File: config.mk
export PLATFORM = sky130hd
export DESIGN_NAME = sync_fifo_prog
export DESIGN_NICKNAME = d
export VERILOG_FILES = /design/src/rtl/sync_fifo_prog.sv
export SDC_FILE = /design/constraint.sdc
export NUM_CORES = 1
export LEC_CHECK = 0
export ABC_CLOCK_PERIOD_IN_PS = 2610
export CAP_MARGIN = 20
export CORE_MARGIN = 1
export CORE_UTILIZATION = 30
export CTS_BUF_LIST = sky130_fd_sc_hd__clkbuf_16
export DETAILED_ROUTE_END_ITERATION = 10
export GPL_TIMING_DRIVEN = 0
export HOLD_SLACK_MARGIN = 0.06
export PLACE_DENSITY = 0.56
export SLEW_MARGIN = 10
export SYNTH_ARGS = -nofsm -noshare
export SYNTH_HDL_FRONTEND = slang
export SYNTH_SLANG_ARGS = --single-unit
File: constraint.sdc
create_clock -name clk -period 2.61 [get_ports clk]
set_clock_uncertainty 0.1 [all_clocks]
set_input_delay 0.522 -clock clk [delete_from_list [all_inputs] [get_ports clk]]
set_output_delay 0.522 -clock clk [all_outputs]
set_load 0.02 [all_outputs]
File: src/rtl/sync_fifo_prog.sv
// Single-clock FIFO with programmable almost-full/almost-empty thresholds,
// selectable registered or first-word-fall-through read, and sticky error flags.
module sync_fifo_prog #(
  parameter int DATA_WIDTH = 8,
  parameter int DEPTH      = 16,
  parameter int AF_LEVEL   = 12,
  parameter int AE_LEVEL   = 4,
  parameter int FWFT       = 0
) (
  input  logic                     clk,
  input  logic                     rst,
  input  logic                     w_en,
  input  logic [DATA_WIDTH-1:0]    w_data,
  input  logic                     r_en,
  input  logic                     err_clr,
  output logic [DATA_WIDTH-1:0]    r_data,
  output logic                     r_valid,
  output logic                     full,
  output logic                     empty,
  output logic                     almost_full,
  output logic                     almost_empty,
  output logic [$clog2(DEPTH):0]   count,
  output logic                     overflow,
  output logic                     underflow
);

  localparam int AW = $clog2(DEPTH);
  localparam int CW = AW + 1;

  logic [DATA_WIDTH-1:0] mem_q [DEPTH];
  logic [AW-1:0]         wr_ptr_q, wr_ptr_d;
  logic [AW-1:0]         rd_ptr_q, rd_ptr_d;
  logic [CW-1:0]         count_q, count_d;
  logic [DATA_WIDTH-1:0] r_data_q, r_data_d;
  logic                  r_valid_q, r_valid_d;
  logic                  overflow_q, overflow_d;
  logic                  underflow_q, underflow_d;
  logic                  rd_acc, wr_acc;
  logic [DATA_WIDTH-1:0] head;

  assign full         = (count_q == CW'(DEPTH));
  assign empty        = (count_q == '0);
  assign almost_full  = (count_q >= CW'(AF_LEVEL));
  assign almost_empty = (count_q <= CW'(AE_LEVEL));
  assign count        = count_q;
  assign overflow     = overflow_q;
  assign underflow    = underflow_q;

  // A write at full is still taken when a read frees a slot in the same cycle.
  assign rd_acc = r_en && !empty;
  assign wr_acc = w_en && (!full || rd_acc);
  assign head   = mem_q[rd_ptr_q];

  always_comb begin
    // NOTE: every combinational output gets a default first so no path infers a latch.
    wr_ptr_d    = wr_ptr_q;
    rd_ptr_d    = rd_ptr_q;
    count_d     = count_q;
    r_data_d    = r_data_q;
    r_valid_d   = rd_acc;
    overflow_d  = overflow_q;
    underflow_d = underflow_q;

    // Power-of-two depth makes the natural pointer rollover the modulo wrap.
    if (wr_acc) wr_ptr_d = wr_ptr_q + 1'b1;
    if (rd_acc) begin
      rd_ptr_d = rd_ptr_q + 1'b1;
      r_data_d = head;
    end

    if (wr_acc && !rd_acc)      count_d = count_q + 1'b1;
    else if (rd_acc && !wr_acc) count_d = count_q - 1'b1;

    if (err_clr) begin
      overflow_d  = 1'b0;
      underflow_d = 1'b0;
    end
    if (w_en && !wr_acc) overflow_d  = 1'b1;
    if (r_en && empty)   underflow_d = 1'b1;
  end

  always_ff @(posedge clk) begin
    // NOTE: sequential state uses non-blocking assignments only.
    if (rst) begin
      wr_ptr_q    <= '0;
      rd_ptr_q    <= '0;
      count_q     <= '0;
      r_data_q    <= '0;
      r_valid_q   <= 1'b0;
      overflow_q  <= 1'b0;
      underflow_q <= 1'b0;
    end else begin
      wr_ptr_q    <= wr_ptr_d;
      rd_ptr_q    <= rd_ptr_d;
      count_q     <= count_d;
      r_data_q    <= r_data_d;
      r_valid_q   <= r_valid_d;
      overflow_q  <= overflow_d;
      underflow_q <= underflow_d;
    end
  end

  // NOTE: storage is deliberately left out of reset; only pointers and count say what is valid.
  always_ff @(posedge clk) begin
    if (!rst && wr_acc) mem_q[wr_ptr_q] <= w_data;
  end

  generate
    if (FWFT != 0) begin : g_fwft
      assign r_data  = empty ? '0 : head;
      assign r_valid = !empty;
    end else begin : g_std
      assign r_data  = r_data_q;
      assign r_valid = r_valid_q;
    end
  endgenerate

endmodule

==> metrics.md <==
| Metric | Value |
|---|---|
| DP HPWL | `9.345 mm` |
| Worst-path cell with the longest stage delay | `clkdlybuf4s50_1` |
| CTS buffer count | `17` |
| FF+latch count, synth | `152` |
| Input/output buffers | `32` |
| Post-Syn Area | `6147 um2` |
| CTS tree | `yes` |
| # H-tree levels | `4` |
| Largest family of logic cells by synthesized area | `multiplexers` |
| Initial antenna violation count | `0` |
| Final net count | `490` |
| Dpl ws | `-582.7 ps` |
| Routed Antenna Nets | `0` |
| Crit path max-delay family | `buffers and inverters` |
| Floorplan core area | `19780 um2` |
| Ratio of cells with drive above 1 in the final layout | `0.1378` |
| Crit path cell chain | `clkdlybuf4s50_1, inv_2, a21oi_2, buf_6, inv_4, ha_4, inv_4, ha_4, a21o_1, a21oi_2, mux2i_1, mux2_1` |
| Final min period | `2526 ps` |
| Syn. warnings | `0` |
| Status | `finished, final reports clean` |
| Sequential cell area | `4334 um2` |
| Critical path origin | `r_en` |
| Post-DR vias/cell | `4.719` |
| Slew HR | `0.4422` |
| Worst-Margin Slew | `833.7 ps` |
| Asr flop ratio synth | `0` |
| Largest cells by area after synthesis | `edfxtp_1 (63%), mux2i_1 (11%), dfxtp_1 (7.8%)` |
| Pre-antenna DRT Iters | `4` |
| Top post-synthesis cells by count | `edfxtp_1 (128), mux2i_1 (66), nor2_1 (49), o22ai_1 (32), dfxtp_1 (24)` |
| DR vias | `3511` |
| Worst-path clk slew | `60 ps` |
| CP arrival | `2730 ps` |
| EDFF count, synth | `128` |
| Placed insts | `705` |
| Crit Path Class | `primary input to flop` |
| Slowest cell delay on critical path | `500 ps` |
| ANT cells | `0` |
| Crit-path max FO | `5` |
| Sequential cell area fraction in the yosys report | `0.7034` |
| Final worst slack | `83.92 ps` |
| Post-Synth Simple-Gate Area | `0.06493` |
| Reported max-cap violation count | `0` |
| First-pass GRT wire length | `20.62 mm` |
| Fin crit share | `0.9678` |
| Element type at the critical path end | `flop` |
| Clock sink count | `152` |
| Worst IR Drop VDD | `0.0005243 V` |
| Final Hold Viols | `0` |
| Final core occ | `0.3799` |
| Clk_lat worst skew | `420 ps` |
| Routability Congestion | `0.7983` |
| Hold-fix buffers at CTS | `0` |
| Fillers | `1871` |
| CTS root buf | `clkbuf_16` |
| PD cells | `909.6 nW/um2` |
| Wire per inst | `17.97 um` |
| Min-delay worst type | `flop to flop` |
| Xor/xnor share of the synthesized area | `0.01282` |
| Worst path required time | `2820 ps` |
| Post-synthesis adder-cell area fraction | `0.02361` |
| Setup TNS | `0 ps` |
| Finished Cell Area | `7515 um2` |
| Area delta synth->final | `22.25%` |
| Drc violations | `0` |
| Most used DFF post-synth | `edfxtp_1` |
| Die Span Y | `145.1 um` |
| Num rows | `51` |
| Multi-input logic area | `1678 um2` |
| RSZ-0062 raised after global routing | `true` |
| Setup Viol. Count Final | `0` |
| Clock Path Buffers | `2` |
| Worst setup SP type | `primary input` |
| Synth Instances | `408` |
| Top Ports | `33` |
| Die area | `21070 um2` |
| Pins Over Slew Limit | `0` |
| Initial DRC Count | `258` |
| Largest net degree at the start of global routing | `17` |
| Max Clock Freq | `0.3959 GHz` |
| Total wire length | `13.37 mm` |
| Post-synthesis cell type count | `35` |
| Min-delay src | `r_data[2]` |
| Total track usage | `0.1322` |
| Top-count cell post-synth | `edfxtp_1` |
| Top cell type by total area after synthesis | `edfxtp_1` |
| Initial Utilization | `0.3108` |
| Avg Inst Size Synth | `15.07 um2` |
| Buf+Inv Stages, Crit Path | `5` |
| Mux contribution to synthesized area | `0.1093` |
| Synth top area share | `0.6253` |
| Post-synthesis compound-gate area fraction | `0.05658` |
| Overflow after GRT | `0` |
| Layout Cells excl Fill | `744` |
| Placed Area | `6833 um2` |
| Leak pwr | `2.409 nW` |
| Die Wd | `145.1 um` |
| Syn Nets | `432` |
| Vias in the first global route | `3555` |
| FF-to-FF Start | `count[3]` |
cell families after synthesis:
logic type / after synthesis
buf+inv: 31
flops: 152
compound gates: 52
simple gates: 86
fa+ha+maj: 11
mux: 67
xor+xnor: 9
path summary, 6_finish.rpt:
kind                     to  slack (ps)  cells after the start
setup reg to reg   count[4]         120                     10
setup / recovery   count[4]          80                     12
hold reg to reg   r_data[2]         400                      2
hold / removal    r_data[2]         400                      2
state kept, by name (all words and copies together), names as in the netlist:
name,flops
mem_q,128
r_data,8
count,5
rd_ptr_q,4
wr_ptr_q,4
overflow,1
r_valid,1
underflow,1
layout by cell type, fill, tap and decap left out, drive strengths merged, types with 14 or more instances in the layout:
cell	n
buf	23
clkbuf	20
clkdlybuf4s50	30
dfxtp	24
edfxtp	128
inv	14
mux2i	66
nand2	15
nor2	49
o22ai	32
power breakdown:
part / internal (W) / switching [W] / leakage (nW) / total [W]
registers: 0.00277 / 0.000110 / 1.35 / 0.00288
clock network: 0.00158 / 0.000912 / 0.299 / 0.00250
logic: 0.000633 / 0.000829 / 0.758 / 0.00146
routing by layer:
| metal | vias to the layer above | track usage | wire length, um |
|---|---|---|---|
| met5 | - | 0 | 0 |
| met4 | 0 | 0.06263 | 284 |
| met3 | 23 | 0.02610 | 669 |
| met2 | 81 | 0.2154 | 6680 |
| met1 | 1730 | 0.1684 | 5737 |
| li1 | 1677 | - | - |
what timing repair did:
item | 4_1_cts | 5_1_grt
pin swaps | 2 | 4
gates resized for setup | 3 | 5
setup endpoints to repair | 3 | 1
setup buffers | 4 | 3
hold endpoints to repair | 0 | 0
through the flow:
step           hold slack (ps)  total power, W
2_1_floorplan            436.0        0.003762
3_3_place_gp             371.5        0.004282
3_5_place_dp             395.0        0.004323
4_1_cts                  405.0        0.006842
5_1_grt                  422.6        0.007103
6_report                 404.0        0.006835
tightest hold or removal path, cell delays in order, from the launching register on:
cell and delay, ps:
dfxtp_1 310, nor2_1 100, a211oi_1 50
cell type report:
type / count / area share
sequential: 152 / 0.5768
multi-input combinational: 225 / 0.2233
clock buffer: 17 / 0.05661
timing repair buffer: 39 / 0.04928
tap: 265 / 0.04412
clock inverter: 15 / 0.02448
buffer: 19 / 0.01881
inverter: 12 / 0.006660
(Power assumes the default switching activity.)
